--- src/rtl/frect_span_pkg.sv ---
// Shared gfx definitions for the fill and span schedulers: FSM encodings and a clamp helper.
// Clamp works at int width so callers of any CORDW can sign-extend into it and truncate back.
package frect_span_pkg;

    localparam int STATEW = 3;

    typedef enum logic [STATEW-1:0] {
        S_IDLE = 3'd0,
        S_CLIP = 3'd1,
        S_ROW  = 3'd2,
        S_WAIT = 3'd3,
        S_FIN  = 3'd4
    } state_t;

    function automatic int clamp(input int value, input int lo, input int hi);
        if (value < lo)
            return lo;
        else if (value > hi)
            return hi;
        else
            return value;
    endfunction

endpackage

--- src/rtl/frect_span.sv ---
// Filled-rectangle span scheduler: normalises/clips a rectangle and issues one span per row.
// Latency: start->first span_start 2 cycles, span_done->next span_start 1, last span_done->done 1.
// Backpressure: waits for span_done from the span stage before each new row; start ignored while busy.
module frect_span
    import frect_span_pkg::*;
#(
    parameter int CORDW = 16,
    parameter int SCR_W = 640,
    parameter int SCR_H = 480
) (
    input  logic                    clk,
    input  logic                    rst_n,
    input  logic                    start,
    input  logic signed [CORDW-1:0] x0,
    input  logic signed [CORDW-1:0] y0,
    input  logic signed [CORDW-1:0] x1,
    input  logic signed [CORDW-1:0] y1,
    input  logic                    span_done,
    output logic                    span_start,
    output logic signed [CORDW-1:0] span_x0,
    output logic signed [CORDW-1:0] span_x1,
    output logic signed [CORDW-1:0] y,
    output logic                    busy,
    output logic                    done
);

    localparam int XMAX = SCR_W - 1;
    localparam int YMAX = SCR_H - 1;

    state_t state;

    // Normalised bounds; yb is overwritten with its clipped value in CLIP.
    logic signed [CORDW-1:0] xa, xb, ya, yb;

    logic empty;
    assign empty = (int'(xb) < 0) || (int'(xa) > XMAX) ||
                   (int'(yb) < 0) || (int'(ya) > YMAX);

    always_ff @(posedge clk or negedge rst_n) begin
        if (!rst_n) begin
            state      <= S_IDLE;
            xa         <= '0;
            xb         <= '0;
            ya         <= '0;
            yb         <= '0;
            span_start <= 1'b0;
            span_x0    <= '0;
            span_x1    <= '0;
            y          <= '0;
            busy       <= 1'b0;
            done       <= 1'b0;
        end else begin
            case (state)
                S_IDLE: begin
                    done <= 1'b0;
                    if (start) begin
                        xa    <= (x0 < x1) ? x0 : x1;
                        xb    <= (x0 < x1) ? x1 : x0;
                        ya    <= (y0 < y1) ? y0 : y1;
                        yb    <= (y0 < y1) ? y1 : y0;
                        busy  <= 1'b1;
                        state <= S_CLIP;
                    end
                end
                S_CLIP: begin
                    if (empty) begin
                        done  <= 1'b1;
                        state <= S_FIN;
                    end else begin
                        span_x0    <= CORDW'(clamp(int'(xa), 0, XMAX));
                        span_x1    <= CORDW'(clamp(int'(xb), 0, XMAX));
                        y          <= CORDW'(clamp(int'(ya), 0, YMAX));
                        yb         <= CORDW'(clamp(int'(yb), 0, YMAX));
                        span_start <= 1'b1;
                        state      <= S_ROW;
                    end
                end
                S_ROW: begin
                    span_start <= 1'b0;
                    state      <= S_WAIT;
                end
                S_WAIT: begin
                    if (span_done) begin
                        if (y == yb) begin
                            done  <= 1'b1;
                            state <= S_FIN;
                        end else begin
                            y          <= y + 1'b1;
                            span_start <= 1'b1;
                            state      <= S_ROW;
                        end
                    end
                end
                S_FIN: begin
                    busy  <= 1'b0;
                    done  <= 1'b0;
                    state <= S_IDLE;
                end
                default: begin
                    span_start <= 1'b0;
                    busy       <= 1'b0;
                    done       <= 1'b0;
                    state      <= S_IDLE;
                end
            endcase
        end
    end

endmodule

--- config.mk ---
export PLATFORM = sky130hd
export DESIGN_NAME = frect_span
export DESIGN_NICKNAME = d
export VERILOG_FILES = /design/src/rtl/frect_span_pkg.sv /design/src/rtl/frect_span.sv
export SDC_FILE = /design/constraint.sdc
export NUM_CORES = 1
export LEC_CHECK = 0
export ABC_CLOCK_PERIOD_IN_PS = 2000
export BUFFER_PORTS_ARGS = -buffer_cell sky130_fd_sc_hd__buf_4
export CAP_MARGIN = 5
export CORE_MARGIN = 10
export CORE_UTILIZATION = 45
export DETAILED_ROUTE_END_ITERATION = 12
export PLACE_DENSITY = 0.69
export SYNTH_ARGS = -nofsm -noshare
export SYNTH_HDL_FRONTEND = slang
export SYNTH_SLANG_ARGS = --single-unit
--- constraint.sdc ---
create_clock -name clk -period 2 [get_ports clk]
set_input_delay 0.2 -clock clk [delete_from_list [all_inputs] [get_ports clk]]
set_output_delay 0.2 -clock clk [all_outputs]
set_load 0.05 [all_outputs]
==> impl_metrics.toml, run 1 <==
[floorplan]
dieHeight_microns = 139
start_util_pct = 46.0
coreArea_sq_mm = 0.0139
die_area_sq_mm = 0.0194
ios = 119
die_x_microns = 139
rows = 43

[sta]
hold_slack_ns = 0.139
slew_headroom_pct = 47.1
tightest_slew_ns = 0.785
slew_viol_final = 0
max_freq_mhz = 478
setup_slack_ns = -0.0913
fin_crit_sh_pct = 105
setup_violations = 43
fin_crit_ns = 2.09
final.setup.tns_ns = -1.58
rsz0062_at_grt = "true"
hold_viol_final = 0
clock_skew_ns = 0.00908

[placement]
dpl-instance-area_sq_mm = 0.00849
gp_congestion = 0.901
port-buffer-count = 116
dp_hpwl_microns = 14400

[logic_synthesis]
synth.ff_latch_count = 116
synth_cells = 697
synth_fa_ha_area_share_pct = 6.06
syn_area_per_cell_sq_um = 9.19
synthSimpleGateAreaFrac_pct = 15.5
yosys_most_used_dff = "dfrtp_1"
synth_compound_area_share_pct = 16.9
async_flop_share_pct = 100
synth_top_family_by_area = "compound AO/OA/AOI/OAI gates"
synth_area_sq_mm = 0.00640
synth_warnings = 0
synth-seq-area-share_pct = 45.3
synth-xor-area-share_pct = 2.33
synthMuxAreaShare_pct = 8.62
synth-edff-count = 0
yosysUniqueCellTypes = 50

[critical_path]
critPathSlowestCell = "or4_4"
crit_end = "y[3]"
path_depth = 6
cp_cell_sequence = "or4_4, nor3b_4, o221a_4, and2_4, nor2_4, o32a_1"
path_delay_family = "simple AND/OR/NAND/NOR gates"
cp-end-kind = "register"
reg2regPathDepth = 6
cp_data_arrival_time_ns = 2.38
worst_path_largest_cell_delay_ns = 0.57
startpoint = "xa[12]"
worstReg2RegEnd = "y[3]"
crit_buf_inv = 0
reg2reg_setup_slack_ns = -0.09
worstSetupPathType = "reg -> reg"
cp.required_ns = 2.29
timing.rr.start = "xa[12]"
worst_setup_path_start_kind = "register"
path_max_fanout = 8

[run]
max_cap_violations = 0

[detailed_routing]
wl_microns = 19400
viasPerCell = 5.43
vias = 6103
postRouteAntennaNets = 0
first_iter_violations = 358
wl_per_cell_microns = 17.2
firstDrtPassIters = 5
drc_errors = 0

[global_route]
grt_pass1_vias = 6327
grt_pass1_wl_microns = 31500
grt.overflow.total = 0
antenna_found_initial = 0
grt_max_degree = 63
grt_util_all_layers_pct = 19.5

[hold_path]
hold_class = "in -> reg"

[outcome]
status = "finished, violations left"
violations = "negative setup slack"

[cells_and_area]
nFillCells = 1093
antennaDiodeCount = 0
syn_to_final_growth_pct = 47.1
final_cell_mix = "buf_4, dfrtp_1, nor2_1"
multiInputGateArea_sq_mm = 0.00350
regArea_sq_mm = 0.00292
drive_above_1_share_pct = 37.0
final_area_sq_mm = 0.00942
layout.cells.most_common = "buf_4"
nNetsFinal = 1030

[clock_tree]
clock_sinks = 116
clkLatencyLatePin_ns = 0.41
clockBufferDepth = 2
path_clk_slew_ns = 0.05
numCtsBuffers = 17
ctsRootBufferMaster = "clkbuf_16"
ctsHtreeMaxLevel = 4
tritoncts = "yes"

[pwr]
total_power_uw = 12800
sw_frac_of_total_pct = 40.7
p_comb_share_pct = 44.4
pwr-share-clk_pct = 24.2
ir_worst_vdd_mv = 0.907
switching_power_uw = 5200
powerDensity_mw_per_mm2 = 1350
p_leak_uw = 0.00467
pwr-share-seq_pct = 31.4
p_int_uw = 7560
stage by stage:
stage | worst slack, ns | util (%) | cells
6_report | -0.0913 | 67.6 | 1124
3_3_place_gp | -0.450 | 60.9 | 1087
3_5_place_dp | -0.553 | 60.9 | 1087
2_1_floorplan | -0.0821 | - | 698
4_1_cts | -0.0996 | 66.8 | 1121
5_1_grt | -0.167 | 67.6 | 1124
state kept, by name, indices dropped and copies added, names as in the netlist:
name and cells:
busy 1, done 1, span_start 1, span_x0 15, span_x1 15, state 3
xa 16, xb 16, y 16, ya 16, yb 16
power by group through the flow:
stage	clock, uW	combinational (uW)	sequential [uW]
2_1_floorplan	0	2390	4830
3_3_place_gp	0	5150	3970
3_5_place_dp	0	5280	4020
4_1_cts	3110	5560	3990
5_1_grt	3240	6140	4120
6_report	3080	5670	4010
worst min-delay path, cell delays in order:
cell and delay (ns):
buf_4 0.12, nand2b_1 0.11, a21oi_1 0.08
synthesized netlist by cell type, types with 4 or more instances:
| cell | n | area share (%) |
|---|---|---|
| o32ai_1 | 8 | 1.1 |
| nor2_1 | 79 | 4.6 |
| xor2_1 | 17 | 2.3 |
| o21a_1 | 4 | 0.47 |
| o31ai_1 | 18 | 2.1 |
| nor4_1 | 6 | 0.59 |
| dfrtp_1 | 116 | 45 |
| nand3_1 | 15 | 1.2 |
| o21ai_0 | 44 | 3.4 |
| a211oi_1 | 6 | 0.70 |
| a21oi_1 | 61 | 4.8 |
| a21o_1 | 5 | 0.59 |
| nor3_1 | 8 | 0.63 |
| mux2i_1 | 54 | 8.4 |
| ha_1 | 31 | 6.1 |
| nand2_1 | 74 | 4.3 |
| and2_1 | 13 | 1.3 |
| inv_1 | 40 | 2.3 |
| nand4_1 | 12 | 1.2 |
| nand2b_1 | 4 | 0.39 |
| clkbuf_1 | 29 | 1.7 |
| nor2b_1 | 4 | 0.39 |
| o211ai_1 | 4 | 0.47 |
worst min-delay path by stage:
stage	from	endpoint	slack, ns	cells past startpoint
after detailed placement	rst_n	yb[2]	0.11	1
final	start	state[0]	0.14	3
after global routing	start	state[0]	0.15	3
after global placement	rst_n	yb[2]	0.11	1
after CTS	start	state[0]	0.12	3
after floorplan	rst_n	busy	-0.1	0
logic make-up after synthesis:
family	count (synthesis)
AOI/OAI and AO/OA	175
xor gates and xnor gates	17
adders and majority gates	31
buffers and inverters	79
DFF	116
muxes	55
other	1
and+or+nand+nor	223
routing by layer:
layer | wire length, microns | track usage [%]
met1 | 8380 | 23.9
met2 | 9760 | 33.2
met3 | 850 | 4.32
met4 | 364 | 6.59
met5 | 0 | 0
final cells by class:
cell class | instances | share of cell area, %
repair buffers | 252 | 21.5
flip-flops and latches | 116 | 31.0
well taps | 180 | 2.39
clock inverters | 12 | 1.65
clock buffers | 20 | 4.74
inverters | 40 | 1.62
multi-input cells | 504 | 37.1
what timing repair did:
item	in CTS	in global routing
cloned	1	1
setup buffers	0	2
gates resized for setup	39	17
endpoints found under the hold margin	18	0
hold buffers	1	0
setup endpoints to repair	85	88
pin swaps	13	7
Note: power is estimated with default switching activity, not from simulation.
==> run 2: changes to the inputs <==
ABC_CLOCK_PERIOD_IN_PS = 1800   (was 2000)
PLACE_DENSITY = default   (was 0.69)
PLACE_DENSITY_LB_ADDON = 0.05   (was default)
clock period = 1.8 ns   (was 2 ns; I/O delays follow)
==> impl_metrics.toml, run 2 (synthesis gave the netlist of run 1 again) <==
[run]
max_cap_violations = 0

[critical_path]
cp_data_arrival_time_ns = 2.43
cp_cell_sequence = "or4_4, nor3b_4, o221a_4, and2_4, nor2_4, o32a_1"
reg2reg_setup_slack_ns = -0.34
worstSetupPathType = "reg -> reg"
worst_setup_path_start_kind = "register"
cp.required_ns = 2.09
cp-end-kind = "register"
worst_path_largest_cell_delay_ns = 0.57
path_max_fanout = 7
critPathSlowestCell = "or4_4"

[global_route]
grt.overflow.total = 0
grt_util_all_layers_pct = 20.5
met1_usage_pct = 26.6
antenna_found_initial = 0
use_met3_pct = 5.07
top_usage_layer = "met2"
grt_pass1_wl_microns = 32900
grt_max_degree = 57
grt_pass1_vias = 6459
use_met2_pct = 33.1

[cells_and_area]
fin_util_pct = 70.5
nNetsFinal = 1059
drive_above_1_share_pct = 40.0
antennaDiodeCount = 0
fin_cells = 1153
syn_to_final_growth_pct = 53.3
layout.cells.most_common = "buf_4"
final_cell_mix = "buf_4, dfrtp_1, nor2_1"

[pwr]
p_int_uw = 8720
p_leak_uw = 0.00482
pwr-share-clk_pct = 22.5
pwr-share-seq_pct = 30.0
powerDensity_mw_per_mm2 = 1490
switching_power_uw = 5870
ir_worst_vdd_mv = 0.755
sw_frac_of_total_pct = 40.2
p_comb_share_pct = 47.5
total_power_uw = 14600

[clock_tree]
clockBufferDepth = 2
tritoncts = "yes"
ctsRootBufferMaster = "clkbuf_16"
clkLatencyLatePin_ns = 0.42
numCtsBuffers = 17
clock_sinks = 116
path_clk_slew_ns = 0.05
ctsHtreeMaxLevel = 4

[placement]
dp_hpwl_microns = 14500
port-buffer-count = 116
post-place-ws_ns = -0.830
post-place-cells = 1099
gp_congestion = 0.911

[outcome]
status = "finished, violations left"
violations = "negative setup slack"

[sta]
hold_viol_final = 0
clock_skew_ns = 0.0147
max_freq_mhz = 466
slew_viol_final = 0
slew_headroom_pct = 56.7
tightest_slew_ns = 0.649
setup_violations = 68
final.setup.tns_ns = -17.19
rsz0062_at_grt = "true"
fin_crit_sh_pct = 119
setup_slack_ns = -0.345
fin_crit_ns = 2.14

[floorplan]
start_util_pct = 46.0
dieHeight_microns = 139
ios = 119
rows = 43
die_area_sq_mm = 0.0194
coreArea_sq_mm = 0.0139
die_x_microns = 139

[detailed_routing]
firstDrtPassIters = 5
vias = 6190
wl_per_cell_microns = 17.5
wl_microns = 20200
viasPerCell = 5.37
drc_errors = 0
first_iter_violations = 381
postRouteAntennaNets = 0

[hold_path]
hold_class = "in -> reg"
-- run 2: per-layer routing --
| metal | up-vias | part of all wire, % |
|---|---|---|
| li1 | 3023 | - |
| met1 | 2960 | 44 |
| met2 | 187 | 49 |
| met3 | 20 | 5.3 |
| met4 | 0 | 1.2 |
| met5 | - | 0 |
-- run 2: critical path, delay by kind of cell (launching register included) --
kind            cells  cell delay (ns)
simple gates        4             1.04
compound gates      2             0.60
flops               1             0.37
-- run 2: final timing paths --
path / start / to / cells after the start
min reg2reg: span_x0[0] / span_x0[0] / 2
max reg2reg: xa[10] / y[3] / 6
min: y0[5] / ya[5] / 3
min in group asynchronous: rst_n / y[9] / 2
max: xa[10] / y[3] / 6
max in group asynchronous: rst_n / y[7] / 3
-- run 2: layout make-up --
cell class / instances / area (sq um)
clock inverters: 9 / 103
inverters: 40 / 160
flip-flops and latches: 116 / 2920
well taps: 180 / 225
fillers: 1102 / 4120
clock buffers: 23 / 478
multi-input cells: 509 / 3670
repair buffers: 276 / 2260
-- run 2: power by group through the flow --
| stage | clock [uW] | combinational, uW | sequential, uW |
|---|---|---|---|
| 2_1_floorplan | 0 | 2700 | 5370 |
| 3_3_place_gp | 0 | 6100 | 4370 |
| 3_5_place_dp | 0 | 6230 | 4410 |
| 4_1_cts | 3320 | 6580 | 4380 |
| 5_1_grt | 3450 | 7560 | 4500 |
| 6_report | 3280 | 6930 | 4380 |
-- run 2: repair_timing --
item / CTS / global route
endpoints found under the hold margin: 26 / 0
pin swaps: 12 / 16
setup buffers: 9 / 5
hold buffers: 1 / 0
cloned: 6 / 1
setup endpoints to repair: 111 / 113
gates resized for setup: 22 / 61
-- run 2: through the flow --
stage               hold WS [ns]  instance area [sq um]
floorplan                 -0.116                   6590
global placement           0.123                   8610
detailed placement         0.129                   8610
CTS                       0.0710                   9500
global route               0.115                   9820
finish                    0.0718                   9820
